<file path="config.mk">
export PLATFORM = sky130hd
export DESIGN_NAME = video_timing_gen
export DESIGN_NICKNAME = d
export VERILOG_FILES = /design/src/rtl/video_timing_gen.sv
export SDC_FILE = /design/constraint.sdc
export NUM_CORES = 1
export LEC_CHECK = 0
export ABC_AREA = 1
export CORE_ASPECT_RATIO = 0.8
export CORE_MARGIN = 2
export CORE_UTILIZATION = 30
export CTS_BUF_LIST = sky130_fd_sc_hd__clkbuf_2 sky130_fd_sc_hd__clkbuf_4 sky130_fd_sc_hd__clkbuf_8
export CTS_CLUSTER_DIAMETER = 120
export CTS_CLUSTER_SIZE = 8
export DETAILED_ROUTE_END_ITERATION = 8
export GPL_TIMING_DRIVEN = 0
export PLACE_DENSITY = 0.58
export SYNTH_ARGS = -nofsm -noshare
export SYNTH_HDL_FRONTEND = slang
export SYNTH_SLANG_ARGS = --single-unit
</file>
<file path="constraint.sdc">
create_clock -name clk_i -period 2.4 [get_ports clk_i]
set_clock_uncertainty 0.05 [all_clocks]
set_input_delay 0.48 -clock clk_i [delete_from_list [all_inputs] [get_ports clk_i]]
set_output_delay 0.48 -clock clk_i [all_outputs]
set_load 0.05 [all_outputs]
</file>
<file path="src/rtl/video_timing_gen.sv">
// Raster timing source: blanks, syncs, coordinates, frame count and a test-pattern RGB stream.
// Latency: every output is registered one enabled cycle after the counter state it describes.
// Flow control: none downstream; cen_i gates all state, and outputs hold while it is low.
module video_timing_gen #(
   parameter int unsigned H_ACTIVE  = 1920,
   parameter int unsigned H_FP      = 88,
   parameter int unsigned H_SYNC    = 44,
   parameter int unsigned H_BP      = 148,
   parameter int unsigned V_ACTIVE  = 1080,
   parameter int unsigned V_FP      = 4,
   parameter int unsigned V_SYNC    = 5,
   parameter int unsigned V_BP      = 36,
   parameter logic [23:0] SOLID_RGB = 24'hFF_5A_43,
   // top line of the moving box in pattern mode 3
   parameter int unsigned BOX_Y0    = 508
) (
   input  logic        clk_i,
   input  logic        rst_i,
   input  logic        cen_i,
   input  logic [1:0]  pat_sel_i,
   output logic [1:0]  vh_blank_o,
   output logic [2:0]  dvh_sync_o,
   output logic [23:0] vid_rgb_o,
   output logic [11:0] hcount_o,
   output logic [11:0] vcount_o,
   output logic [7:0]  frame_cnt_o,
   output logic        sof_o
);

   localparam int unsigned H_TOTAL = H_ACTIVE + H_FP + H_SYNC + H_BP;
   localparam int unsigned V_TOTAL = V_ACTIVE + V_FP + V_SYNC + V_BP;

   localparam logic [11:0] L_H_LAST = 12'(H_TOTAL - 1);
   localparam logic [11:0] L_V_LAST = 12'(V_TOTAL - 1);
   localparam logic [11:0] L_H_ACT  = 12'(H_ACTIVE);
   localparam logic [11:0] L_V_ACT  = 12'(V_ACTIVE);
   localparam logic [11:0] L_HS_BEG = 12'(H_ACTIVE + H_FP);
   localparam logic [11:0] L_HS_END = 12'(H_ACTIVE + H_FP + H_SYNC);
   localparam logic [11:0] L_VS_BEG = 12'(V_ACTIVE + V_FP);
   localparam logic [11:0] L_VS_END = 12'(V_ACTIVE + V_FP + V_SYNC);
   localparam logic [11:0] L_BOX_Y0 = 12'(BOX_Y0);
   localparam logic [11:0] L_BOX_Y1 = 12'(BOX_Y0 + 64);

   logic [11:0] r_h_cnt;
   logic [11:0] r_v_cnt;
   logic [7:0]  r_frame;

   logic        w_hblank;
   logic        w_vblank;
   logic        w_hsync;
   logic        w_vsync;
   logic        w_de;
   logic        w_sof;
   logic [23:0] w_bar_rgb;
   logic [11:0] w_box_x0;
   logic [11:0] w_box_x1;
   logic        w_in_box;
   logic [23:0] w_rgb;

   // Raster position decode
   assign w_hblank = (r_h_cnt >= L_H_ACT);
   assign w_vblank = (r_v_cnt >= L_V_ACT);
   assign w_hsync  = (r_h_cnt >= L_HS_BEG) && (r_h_cnt < L_HS_END);
   assign w_vsync  = (r_v_cnt >= L_VS_BEG) && (r_v_cnt < L_VS_END);
   assign w_de     = ~w_hblank & ~w_vblank;
   assign w_sof    = (r_h_cnt == 12'd0) && (r_v_cnt == 12'd0);

   // Box x range slides 4 pixels per frame; max 1020+64 fits in 12 bits, so no wrap.
   // Right-edge clipping falls out of only drawing while w_de is high.
   assign w_box_x0 = {2'b00, r_frame, 2'b00};
   assign w_box_x1 = w_box_x0 + 12'd64;
   assign w_in_box = (r_h_cnt >= w_box_x0) && (r_h_cnt < w_box_x1) &&
                     (r_v_cnt >= L_BOX_Y0) && (r_v_cnt < L_BOX_Y1);

   // Colour bars: 240-pixel bars selected by constant boundaries, no divider
   always_comb begin
      w_bar_rgb = 24'h000000;
      if      (r_h_cnt < 12'd240)  w_bar_rgb = 24'hFFFFFF;
      else if (r_h_cnt < 12'd480)  w_bar_rgb = 24'hFFFF00;
      else if (r_h_cnt < 12'd720)  w_bar_rgb = 24'h00FFFF;
      else if (r_h_cnt < 12'd960)  w_bar_rgb = 24'h00FF00;
      else if (r_h_cnt < 12'd1200) w_bar_rgb = 24'hFF00FF;
      else if (r_h_cnt < 12'd1440) w_bar_rgb = 24'hFF0000;
      else if (r_h_cnt < 12'd1680) w_bar_rgb = 24'h0000FF;
      else                         w_bar_rgb = 24'h000000;
   end

   // Pattern mux; blanked pixels are always black
   always_comb begin
      w_rgb = 24'h000000;
      if (w_de) begin
         case (pat_sel_i)
            2'd0:    w_rgb = SOLID_RGB;
            2'd1:    w_rgb = w_bar_rgb;
            2'd2:    w_rgb = {r_h_cnt[10:3], r_v_cnt[10:3], r_frame};
            default: w_rgb = w_in_box ? 24'hFFFFFF : 24'h000000;
         endcase
      end
   end

   // Raster and frame counters; reset lands on the first active pixel
   always_ff @(posedge clk_i) begin
      if (rst_i) begin
         r_h_cnt <= 12'd0;
         r_v_cnt <= 12'd0;
         r_frame <= 8'd0;
      end else if (cen_i) begin
         if (r_h_cnt == L_H_LAST) begin
            r_h_cnt <= 12'd0;
            if (r_v_cnt == L_V_LAST) begin
               r_v_cnt <= 12'd0;
               r_frame <= r_frame + 8'd1;
            end else begin
               r_v_cnt <= r_v_cnt + 12'd1;
            end
         end else begin
            r_h_cnt <= r_h_cnt + 12'd1;
         end
      end
   end

   // Output registers: everything describes the same counter state
   always_ff @(posedge clk_i) begin
      if (rst_i) begin
         vh_blank_o  <= 2'b11;
         dvh_sync_o  <= 3'b000;
         vid_rgb_o   <= 24'h000000;
         hcount_o    <= 12'd0;
         vcount_o    <= 12'd0;
         frame_cnt_o <= 8'd0;
         sof_o       <= 1'b0;
      end else if (cen_i) begin
         vh_blank_o  <= {w_vblank, w_hblank};
         dvh_sync_o  <= {w_de, w_vsync, w_hsync};
         vid_rgb_o   <= w_rgb;
         hcount_o    <= r_h_cnt;
         vcount_o    <= r_v_cnt;
         frame_cnt_o <= r_frame;
         sof_o       <= w_sof;
      end
   end

endmodule

</file>
==> impl_metrics.py, run 1 <==
metrics = {
    "worst_setup_path": {
        "r2r_slack_ps": 140,
        "critPathMaxStageDelay_ps": 400,
        "cp_data_arrival_time_ps": 2520,
        "rr_startpoint": "r_frame[4]",
        "reg2reg_depth": 16,
        "critPathSlowestCell": "dfxtp_4",
        "worst_setup_path_end_kind": "register",
        "crit_type": "register to register",
        "crit_path_max_fanout": 6,
        "crit_chain": "buf_4, nand3_1, xor2_1, ha_1, nand3_2, nor2_1, nor2_1, nand3_1, nor2_2, nand2_1, nand2_2, nand2_4, inv_6, clkbuf_16, nand2_1, a21oi_1",
        "cp.required_ps": 2660,
        "startpoint_type": "register",
        "reg2reg_to": "vid_rgb_o[7]",
    },
    "place": {
        "numPortBuffers": 65,
        "dpl.hpwl_um": 11010,
        "dpl.cell_count": 923,
        "gp_congestion": 0.9658,
    },
    "min_path": {
        "hold_end": "vid_rgb_o[11]",
        "whs_path_depth": 2,
        "hp-class": "register to register",
        "hp-start": "vid_rgb_o[11]",
    },
    "die": {
        "io_pins": 67,
        "core_region_area_um2": 15060,
        "start_util": 0.3086,
        "rows": 40,
        "die_h_um": 115.4,
        "die_w_um": 143.2,
        "die_area_um2": 16520,
    },
    "sta": {
        "final.min_clock_period_ps": 2257,
        "max_freq_mhz": 443.0,
        "finalHoldViolCount": 0,
        "rsz0062_at_grt": "yes",
        "setup_viol": 0,
        "finalMaxSlewViolations": 0,
        "tightest_slew_ps": 753.8,
        "slew_headroom": 0.4974,
        "period_share": 0.9405,
    },
    "clock_tree": {
        "cts.sinks": 94,
        "numCtsBuffers": 9,
        "clkTransAtPathRegs_ps": 90,
        "cts-root-buf": "clkbuf_8",
        "cts_buffer_depth": 2,
        "cts_tree": "yes",
        "clk_latency_ps": 390,
        "htreeDepth": 3,
        "hold_buffers": 0,
    },
    "synthesis": {
        "synth-async-reset-ratio": 0,
        "synth.most_common_cell": "nand2_1",
        "synthTopCellsByArea": "dfxtp_1 (40%), nand2_1 (12%), a21oi_1 (7.8%)",
        "netlist_top_cells_count": "nand2_1 (144), dfxtp_1 (94), a21oi_1 (72), inv_1 (68), nor2_1 (64)",
        "ys_types": 39,
        "syn_area_um2": 4649,
        "yosys.area.top_type": "dfxtp_1",
        "synth-seq-cells": 94,
        "synthCells": 648,
        "synth_top_area_frac": 0.4047,
        "synth_nets": 673,
        "synth-warning-count": 0,
        "ys.flop_type": "dfxtp_1",
        "syn_avg_cell_area_um2": 7.175,
        "synth_edf_count": 0,
        "ys_seq_area_frac": 0.4047,
    },
    "outcome": {
        "status": "completed",
    },
    "global_route": {
        "gr-usage-all-layers": 0.1784,
        "grt.overflow.total": 0,
        "first_global_vias": 4150,
        "antenna_found_initial": 0,
        "grt_max_degree": 15,
        "grt_pass1_wl_um": 22340,
    },
    "power": {
        "vdd_drop_max_mv": 0.2380,
        "powerDensity_nw_per_um2": 566.0,
        "total_power_uw": 3330,
        "power.leakage_uw": 0.002326,
    },
    "final_layout": {
        "drive_gt1_frac": 0.07397,
        "n_antenna_cell": 0,
        "nNetsFinal": 752,
        "fin_cells": 940,
        "syn_to_final_growth_pct": 26.56,
    },
    "detailed_routing": {
        "drt_iter0_markers": 328,
        "ant_nets": 0,
        "wl_per_cell_um": 15.22,
        "drc": 0,
        "vias": 4536,
        "wl_um": 14310,
        "dr.pass1.iters": 6,
        "vias_per_cell": 4.826,
    },
    "run": {
        "drv_cap": 0,
    },
}
## power breakdown
part / total, uW / switching (uW) / leakage, uW / internal (uW)
clock: 1150 / 565 / 0.000106 / 587
sequential: 1650 / 31.8 / 0.000771 / 1620
combinational: 530 / 368 / 0.00145 / 162
total: 3330 / 965 / 0.00233 / 2370
## critical path, delay by kind of cell (launching register included)
kind | cells | cell delay (ps)
buf+inv | 3 | 340
xor+xnor | 1 | 160
simple gates | 10 | 790
fa+ha+maj | 1 | 330
flops | 1 | 400
compound gates | 1 | 110
## through the flow
| stage | cell area [um^2] | util | worst slack, ps | hold slack [ps] | TNS (ps) |
|---|---|---|---|---|---|
| after floorplan | 4649 | - | 383.1 | 412.7 | 0 |
| after global placement | 5563 | 0.3693 | -240.8 | 405.2 | -4409 |
| after detailed placement | 5563 | 0.3693 | -238.6 | 406.3 | -4888 |
| after CTS | 5768 | 0.3829 | 7.324 | 419.6 | 0 |
| after global routing | 5884 | 0.3906 | -43.08 | 435.9 | -438.8 |
| final | 5884 | 0.3906 | 142.9 | 416.8 | 0 |
## worst max path at each step
stage | startpoint | slack, ps | to
after global routing | r_frame[4] | -40 | vid_rgb_o[19]
after global placement | cen_i | -240 | r_frame[4]
after detailed placement | cen_i | -240 | r_frame[4]
after CTS | r_frame[4] | 7 | vid_rgb_o[4]
final | r_frame[4] | 140 | vid_rgb_o[7]
after floorplan | r_frame[4] | 380 | vid_rgb_o[2]
## timing repair
action	4_1_cts	5_1_grt
setup buffers	0	2
resized for setup	0	23
setup endpoints to repair	0	27
## cell type report
cell class / instances / area (um^2)
Fill cell: 1625 / 9180
Multi-Input combinational cell: 461 / 2464
Sequential cell: 94 / 1892
Timing Repair Buffer: 68 / 690.7
Inverter: 70 / 267.8
Tap cell: 210 / 262.8
Clock buffer: 10 / 131.4
Buffer: 23 / 102.6
Clock inverter: 4 / 73.82
## metal layers
| metal | wire length (um) | GRT usage | up-vias |
|---|---|---|---|
| met5 | 0 | 0 | - |
| met4 | 298 | 0.06535 | 0 |
| met3 | 976 | 0.04040 | 21 |
| met2 | 5749 | 0.2549 | 154 |
| met1 | 7282 | 0.2610 | 2051 |
| li1 | - | - | 2310 |
## flip-flops by register name, indices dropped and copies added, names as in the netlist
register and count:
vid_rgb_o 24, vcount_o 12, frame_cnt_o 8, r_frame 8
r_v_cnt 12, r_h_cnt 12, vh_blank_o 2, hcount_o 12
dvh_sync_o 3, sof_o 1
## cell usage in the layout, fill, tap and decap left out, types with 10 or more instances in the layout
cell	n
nor3_1	15
dfxtp_1	90
nor2_1	63
xor2_1	10
inv_1	67
nand4_1	12
clkdlybuf4s50_1	65
clkbuf_1	17
ha_1	18
a21oi_1	68
nand2_1	144
o21ai_0	47
nand3_1	25
## kinds of logic (layout without fill, tap and decap cells)
logic type                 count (synthesis)  in the layout  share of synthesized area
AOI/OAI and AO/OA                        145            145                     0.1690
xor gates and xnor gates                  11             11                    0.02072
adders and majority gates                 20             20                    0.05382
buffers and inverters                     93            175                    0.07777
DFF                                       94             94                     0.4047
and+or+nand+nor                          285            285                     0.2740
Power figures use the tool's default switching activity.
==> run 2: changes to the inputs <==
Clock period 2.4 ns to 2.3 ns, I/O delays scaled along.
==> impl_metrics.py, run 2 (synthesis results as in run 1) <==
metrics = {
    "sta": {
        "rsz0062_at_grt": "yes",
        "setup_viol": 0,
        "slew_headroom": 0.4831,
        "max_freq_mhz": 450.1,
        "finalMaxSlewViolations": 0,
        "finalHoldViolCount": 0,
        "finalSetupTns_ps": 0,
        "period_share": 0.9660,
        "final.min_clock_period_ps": 2222,
        "tightest_slew_ps": 775.3,
    },
    "final_layout": {
        "n_antenna_cell": 0,
        "fill_cells": 1623,
        "fin_cells": 941,
        "syn_to_final_growth_pct": 28.44,
        "largest_register": "vid_rgb_o",
        "final_core_util": 0.3964,
        "drive_gt1_frac": 0.09986,
        "largest_register_ffs": 24,
        "nNetsFinal": 753,
        "final_common_cell": "nand2_1",
        "fin_area_um2": 5972,
        "final_cell_mix": "nand2_1 (136), dfxtp_1 (90), a21oi_1 (67)",
    },
    "global_route": {
        "grt_max_degree": 15,
        "grt_pass1_wl_um": 22340,
        "antenna_found_initial": 0,
        "grt.overflow.total": 0,
        "first_global_vias": 4147,
        "gr-usage-all-layers": 0.1784,
    },
    "clock_tree": {
        "cts.sinks": 94,
        "cts_tree": "yes",
        "cts-root-buf": "clkbuf_8",
        "clk_latency_ps": 390,
        "cts_buffer_depth": 2,
        "clkTransAtPathRegs_ps": 90,
        "numCtsBuffers": 9,
        "htreeDepth": 3,
    },
    "worst_setup_path": {
        "crit_type": "register to register",
        "r2r_slack_ps": 80,
        "worst_setup_path_end_kind": "register",
        "cp_data_arrival_time_ps": 2490,
        "crit_path_max_fanout": 6,
        "reg2reg_depth": 16,
        "cp.required_ps": 2570,
        "startpoint_type": "register",
    },
    "power": {
        "power.leakage_uw": 0.002358,
        "vdd_drop_max_mv": 0.2488,
        "powerDensity_nw_per_um2": 583.2,
    },
    "die": {
        "die_h_um": 115.4,
        "io_pins": 67,
        "start_util": 0.3086,
        "core_region_area_um2": 15060,
        "die_area_um2": 16520,
        "die_w_um": 143.2,
        "rows": 40,
    },
    "place": {
        "placed_cell_area_um2": 5563,
        "dpl.cell_count": 923,
        "numPortBuffers": 65,
        "dpl.hpwl_um": 11010,
        "gp_congestion": 0.9658,
    },
    "detailed_routing": {
        "vias_per_cell": 4.862,
        "wl_um": 14470,
        "dr.pass1.iters": 5,
        "ant_nets": 0,
        "wl_per_cell_um": 15.37,
        "vias": 4575,
        "drt_iter0_markers": 313,
        "drc": 0,
    },
    "min_path": {
        "whs_path_depth": 2,
        "hp-class": "register to register",
    },
    "run": {
        "drv_cap": 0,
    },
    "outcome": {
        "status": "completed",
    },
}
==> run 2: final timing paths <==
| path | startpoint | end |
|---|---|---|
| max | r_frame[4] | vid_rgb_o[6] |
| min | vid_rgb_o[14] | vid_rgb_o[14] |
| max reg2reg | r_frame[4] | vid_rgb_o[6] |
| min reg2reg | vid_rgb_o[14] | vid_rgb_o[14] |
==> run 2: metrics by stage <==
stage / power [uW] / hold WS, ps / setup slack [ps]
after CTS: 3493 / 419.6 / 18.27
after detailed placement: 2303 / 406.3 / -318.6
after global placement: 2301 / 405.2 / -320.8
after floorplan: 2114 / 412.7 / 283.1
after global routing: 3610 / 435.9 / -91.91
final: 3483 / 418.1 / 78.18
==> run 2: layer usage <==
layer / vias up / global-route usage / routed length, um
met4: 0 / 0.06535 / 286
met2: 148 / 0.2549 / 5860
met3: 22 / 0.04040 / 892
met5: - / 0 / 0
met1: 2089 / 0.2610 / 7426
li1: 2316 / - / -
==> run 2: area by class of cell <==
| class | count | area [um^2] | area share |
|---|---|---|---|
| Buffer | 23 | 102.6 | 0.01718 |
| Inverter | 70 | 267.8 | 0.04484 |
| Sequential cell | 94 | 1894 | 0.3172 |
| Timing Repair Buffer | 69 | 704.4 | 0.1180 |
| Clock buffer | 10 | 131.4 | 0.02200 |
| Tap cell | 210 | 262.8 | 0.04400 |
| Multi-Input combinational cell | 461 | 2535 | 0.4245 |
| Clock inverter | 4 | 73.82 | 0.01236 |
==> run 2: worst max-delay path: stages, from the launching register on <==
cell,delay (ps)
dfxtp_4,400
buf_6,110
nand3_2,50
xor2_1,150
ha_1,320
nand3_2,90
nor2_1,40
nor2_1,90
nand3_1,100
nor2_2,120
nand2_1,70
nand2_2,80
nand2_4,80
inv_6,90
clkbuf_16,140
nand3_2,60
a21oi_2,110
==> run 2: power by group <==
| part | internal (uW) | total [uW] | switching (uW) | leakage (uW) |
|---|---|---|---|---|
| Clock | 613 | 1210 | 593 | 0.000106 |
| Sequential | 1690 | 1720 | 33.3 | 0.000772 |
| Combinational | 171 | 559 | 388 | 0.00148 |
==> run 2: timing repair <==
| item | CTS | global route |
|---|---|---|
| setup buffers | 0 | 3 |
| hold buffers | 0 | 0 |
| endpoints found under the setup margin | 22 | 37 |
| resized for setup | 3 | 42 |
| cloned | 0 | 1 |
| pin swaps | 0 | 8 |
